`config.mk`:
```
export PLATFORM = sky130hd
export DESIGN_NAME = fetch_stage
export DESIGN_NICKNAME = d
export VERILOG_FILES = /design/src/rtl/fetch_stage.sv
export SDC_FILE = /design/constraint.sdc
export NUM_CORES = 1
export LEC_CHECK = 0
export BUFFER_PORTS_ARGS = -buffer_cell sky130_fd_sc_hd__buf_4
export CORE_UTILIZATION = 52
export CTS_CLUSTER_DIAMETER = 50
export CTS_CLUSTER_SIZE = 14
export DETAILED_ROUTE_END_ITERATION = 8
export PLACE_DENSITY = 0.87
export SLEW_MARGIN = 15
export SYNTH_ARGS = -nofsm -noshare
export SYNTH_HDL_FRONTEND = slang
export SYNTH_SLANG_ARGS = --single-unit
export TNS_END_PERCENT = 20
```
`constraint.sdc`:
```
create_clock -name clk -period 3.6 [get_ports clk]
set_input_delay 0.36 -clock clk [delete_from_list [all_inputs] [get_ports clk]]
set_output_delay 0.36 -clock clk [all_outputs]
set_load 0.02 [all_outputs]
```
`src/rtl/fetch_stage.sv`:
```
// fetch_stage: PC, IF/ID register and RUN/HALT fetch FSM; FETCH_PERF_EN adds fetch/stall perf counters.
module fetch_stage #(
    parameter logic [31:0] RESET_PC   = 32'h0000_0000,
    parameter logic [31:0] NOP_INSTR  = 32'hE1A0_0000,
    parameter logic [31:0] HALT_INSTR = 32'h0000_0000
) (
    input  logic        clk,
    input  logic        reset,
    input  logic        stall_f,
    input  logic        stall_d,
    input  logic        flush_d,
    input  logic        branch_taken_e,
    input  logic [31:0] branch_target_e,
    output logic [31:0] imem_addr,
    input  logic [31:0] imem_rd,
    output logic [31:0] instr_d,
    output logic [31:0] pc_d,
    output logic [31:0] pc_plus8_d,
    output logic        valid_d,
    output logic        halted,
    output logic [31:0] fetch_count,
    output logic [31:0] stall_count
);
    typedef enum logic {RUN, HALT} state_t;
    state_t state;
    logic [31:0] pc_f;
    logic bubble, capture, halt_hit;
    assign imem_addr = pc_f;
    assign bubble    = flush_d || branch_taken_e;
    assign capture   = !bubble && !stall_d && state == RUN;
    assign halt_hit  = capture && imem_rd == HALT_INSTR;
    always_ff @(posedge clk) begin
        if (reset) begin
            pc_f       <= RESET_PC;
            state      <= RUN;
            halted     <= 1'b0;
            instr_d    <= NOP_INSTR;
            pc_d       <= '0;
            pc_plus8_d <= '0;
            valid_d    <= 1'b0;
        end else begin
            // the halt word's own capture freezes the PC at the halt address
            if (branch_taken_e)
                pc_f <= branch_target_e & ~32'h3;
            else if (!(state == HALT || stall_f || halt_hit))
                pc_f <= pc_f + 32'd4;
            if (bubble || (!stall_d && state == HALT)) begin
                instr_d <= NOP_INSTR;
                valid_d <= 1'b0;
            end else if (capture) begin
                instr_d    <= imem_rd;
                pc_d       <= pc_f;
                pc_plus8_d <= pc_f + 32'd8;
                valid_d    <= 1'b1;
            end
            if (branch_taken_e) begin
                state  <= RUN;
                halted <= 1'b0;
            end else if (halt_hit) begin
                state  <= HALT;
                halted <= 1'b1;
            end
        end
    end
`ifdef FETCH_PERF_EN
    always_ff @(posedge clk) begin
        if (reset) begin
            fetch_count <= '0;
            stall_count <= '0;
        end else begin
            if (capture)
                fetch_count <= fetch_count + 32'd1;
            if (stall_d && valid_d && !bubble)
                stall_count <= stall_count + 32'd1;
        end
    end
`else
    assign fetch_count = '0;
    assign stall_count = '0;
`endif
endmodule

```
==> run metrics <==
first-pass GRT wire length=26.5 mm; CP cell instances=ha_1, nand4_1, nor3_1, nand2_1, or4_1, a31oi_1; Post-Syn Instances=763; post-CTS setup buffers=0; final setup margin=0.922 ns; last element of the critical path=imem_addr[17]$_SDFFE_PP0P_; Clock Skew=0.00836 ns; number of global-route vias before repair=5130; Crit Path Max Fanout=6; worst vdd ir=0.000333 V; RR Endpoint=imem_addr[17]$_SDFFE_PP0P_; Total Routed Length=17.5 mm; GP Congestion=0.915; Max-slew headroom=29.6%; Crit-path slowest cell=nor3_1; overall routing resource usage=28.8%; core footprint=11100 sq um; Final min period=2.68 ns; Max Freq=0.373 GHz; MaxCap Viol Count=0; TritonRoute pass-1 iters=5; DRC viols=0; PostCTS Resize Cnt=0; Mapped Area=6040 sq um; Startpoint Class=register; vias after detailed routing=6000; critical path data required time=3.92 ns; Leak=3.13 nW; Hold Crit Class=in2reg; reg2reg path depth=6; gr ovfl total=0; Buffers on Ports=191; setup slack, reg-to-reg=0.92 ns; Yosys warnings=0; Yosys reg bits=123; Max clock buf depth=2; Clock Latency Late Sink=0.41 ns; Final HPWL DP=12.0 mm; fin. max-slew vios=0; drt wl/cell=16.3 microns; cts-stage hold buffer count=0; Post-Route Utilization=70.6%; ys flop type=dfxtp_1; RSZ-0062 raised after global routing=no; htree depth=4; CTS Sinks=123; initial core utilization=54.5%; slew at the pin closest to its max-slew limit=1.05 ns; pre-CTS setup slack=0.977 ns; CTS tree=done; # rows=38; Boundary Pins=264; clk slew on worst S/H paths=0.05 ns; FILL cells=917; Final nets=993; final critical-path share of the clock period=74.4%; Synth cell types=54; crit-path max cell delay=0.80 ns; number of DRC markers in iteration 0=565; Setup crit end kind=register; Final ANT Viol Nets=0; total power=3.65 mW; Chip Height=110 microns; setup TNS=0 ns; Cell Pwr Density=467 nW/um^2; data arrival time of the critical path=3.00 ns; CTS Buf Count=17; WS Path Type=reg2reg; Area growth syn-to-layout=29.6%; ant diodes=0; die area=12000 sq um; initial antenna violation count=0; crit path launch=imem_addr[4]$_SDFFE_PP0P_; Die Wd=110 microns; outcome=complete, no violations; Critical R2R Launch=imem_addr[4]$_SDFFE_PP0P_; Final setup viols=0; Async SR Flop Fraction=0%; Vias/cell=5.59; final hold vios=0; pin count of the biggest net entering global routing=83; share of cells above drive strength 1=25.8%; register area share after synthesis=40.8%; Post-synth EDFFs=0; mean post-synth cell area=7.91 sq um; Clock Root Buffer=clkbuf_16
-- where the power goes --
group / total, mW / switching [mW] / leakage [nW] / internal [mW]
Combinational: 0.443 / 0.278 / 1.84 / 0.165
Sequential: 1.48 / 0.0697 / 1.00 / 1.41
Clock: 1.73 / 0.591 / 0.291 / 1.14
Total: 3.65 / 0.939 / 3.13 / 2.72
-- metrics by stage --
| step | hold WS (ns) | instance area (sq um) | std cells |
|---|---|---|---|
| floorplan | 0.469 | 6300 | 832 |
| global placement | 0.442 | 7220 | 1042 |
| detailed placement | 0.447 | 7220 | 1042 |
| CTS | 0.141 | 7820 | 1074 |
| global route | 0.155 | 7830 | 1074 |
| finish | 0.154 | 7830 | 1074 |
-- cell usage after synthesis, types with 11 or more instances --
library cell,count,area share (%)
clkbuf_1,49,3.0
nand3_1,27,2.2
xor2_1,14,2.0
nand2_1,158,9.8
a211oi_1,26,3.2
nor4_1,12,1.2
buf_4,71,8.8
dfxtp_1,123,41
a21oi_1,59,4.9
a311oi_1,11,1.6
nor2_1,48,3.0
nand4_1,18,1.9
or3_1,14,1.5
-- layer usage --
layer | GRT usage [%] | wire length [microns]
met1 | 37.1 | 7110
met2 | 46.0 | 8640
met3 | 6.99 | 1360
met4 | 12.2 | 348
met5 | 0 | 0
-- critical path, delay by kind of cell (launching register included) --
family,cells,cell delay (ns)
simple gates,4,1.57
flops,1,0.49
fa+ha+maj,1,0.31
compound gates,1,0.21
-- registers in the layout, indices dropped and copies added, names as in the netlist --
| register | cells |
|---|---|
| instr_d | 32 |
| pc_plus8_d | 29 |
| imem_addr | 30 |
| pc_d | 30 |
| state | 1 |
| valid_d | 1 |
-- how the worst min path moves through the flow --
stage | startpoint | endpoint | slack [ns] | depth (start not counted)
2_1_floorplan | branch_target_e[19] | imem_addr[19]$_SDFFE_PP0P_ | 0.47 | 2
3_3_place_gp | instr_d[22]$_SDFFE_PP0P_ | instr_d[22]$_SDFFE_PP0P_ | 0.44 | 2
3_5_place_dp | instr_d[3]$_SDFFE_PP0P_ | instr_d[3]$_SDFFE_PP0P_ | 0.45 | 2
4_1_cts | branch_target_e[19] | imem_addr[19]$_SDFFE_PP0P_ | 0.14 | 3
5_1_grt | branch_target_e[16] | imem_addr[16]$_SDFFE_PP0P_ | 0.15 | 3
6_report | branch_target_e[19] | imem_addr[19]$_SDFFE_PP0P_ | 0.15 | 3
-- layout make-up --
cell class | count | area [sq um] | share of cell area, %
Clock inverter | 7 | 113 | 1.44
Multi-Input combinational cell | 576 | 3070 | 39.3
Sequential cell | 123 | 2460 | 31.5
Tap cell | 140 | 175 | 2.24
Timing Repair Buffer | 201 | 1510 | 19.3
Clock buffer | 25 | 485 | 6.20
Inverter | 2 | 7.51 | 0.0959
-- logic make-up (layout without fill, tap and decap cells) --
| logic type | count (synthesis) | in the layout | share of synthesized area, % |
|---|---|---|---|
| AOI/OAI and AO/OA | 149 | 149 | 16.2 |
| buffers and inverters | 133 | 235 | 12.9 |
| DFF | 123 | 123 | 40.8 |
| xor gates and xnor gates | 24 | 24 | 3.48 |
| adders and majority gates | 2 | 2 | 0.414 |
| other | 1 | 70 | 0.0621 |
| muxes | 2 | 2 | 0.332 |
| and+or+nand+nor | 329 | 329 | 25.8 |
-- cells in the final DEF, fill, tap and decap left out, drive strengths merged, types with 5 or more instances in the layout --
| cell type | Yosys | layout |
|---|---|---|
| a211oi | 26 | 26 |
| a21oi | 59 | 59 |
| a311oi | 11 | 11 |
| a31oi | 7 | 7 |
| and3 | 6 | 6 |
| buf | 81 | 201 |
| clkbuf | 50 | 25 |
| conb | 1 | 70 |
| dfxtp | 123 | 123 |
| nand2 | 159 | 159 |
| nand2b | 5 | 5 |
| nand3 | 28 | 28 |
| nand4 | 18 | 18 |
| nor2 | 48 | 48 |
| nor3 | 9 | 9 |
| nor4 | 14 | 14 |
| o211ai | 8 | 8 |
| o21ai | 8 | 8 |
| o311ai | 8 | 8 |
| o31ai | 6 | 6 |
| or2 | 5 | 5 |
| or3 | 15 | 15 |
| or4 | 10 | 10 |
| xnor2 | 10 | 10 |
| xor2 | 14 | 14 |
No activity file was read; power rests on OpenSTA's default activity.
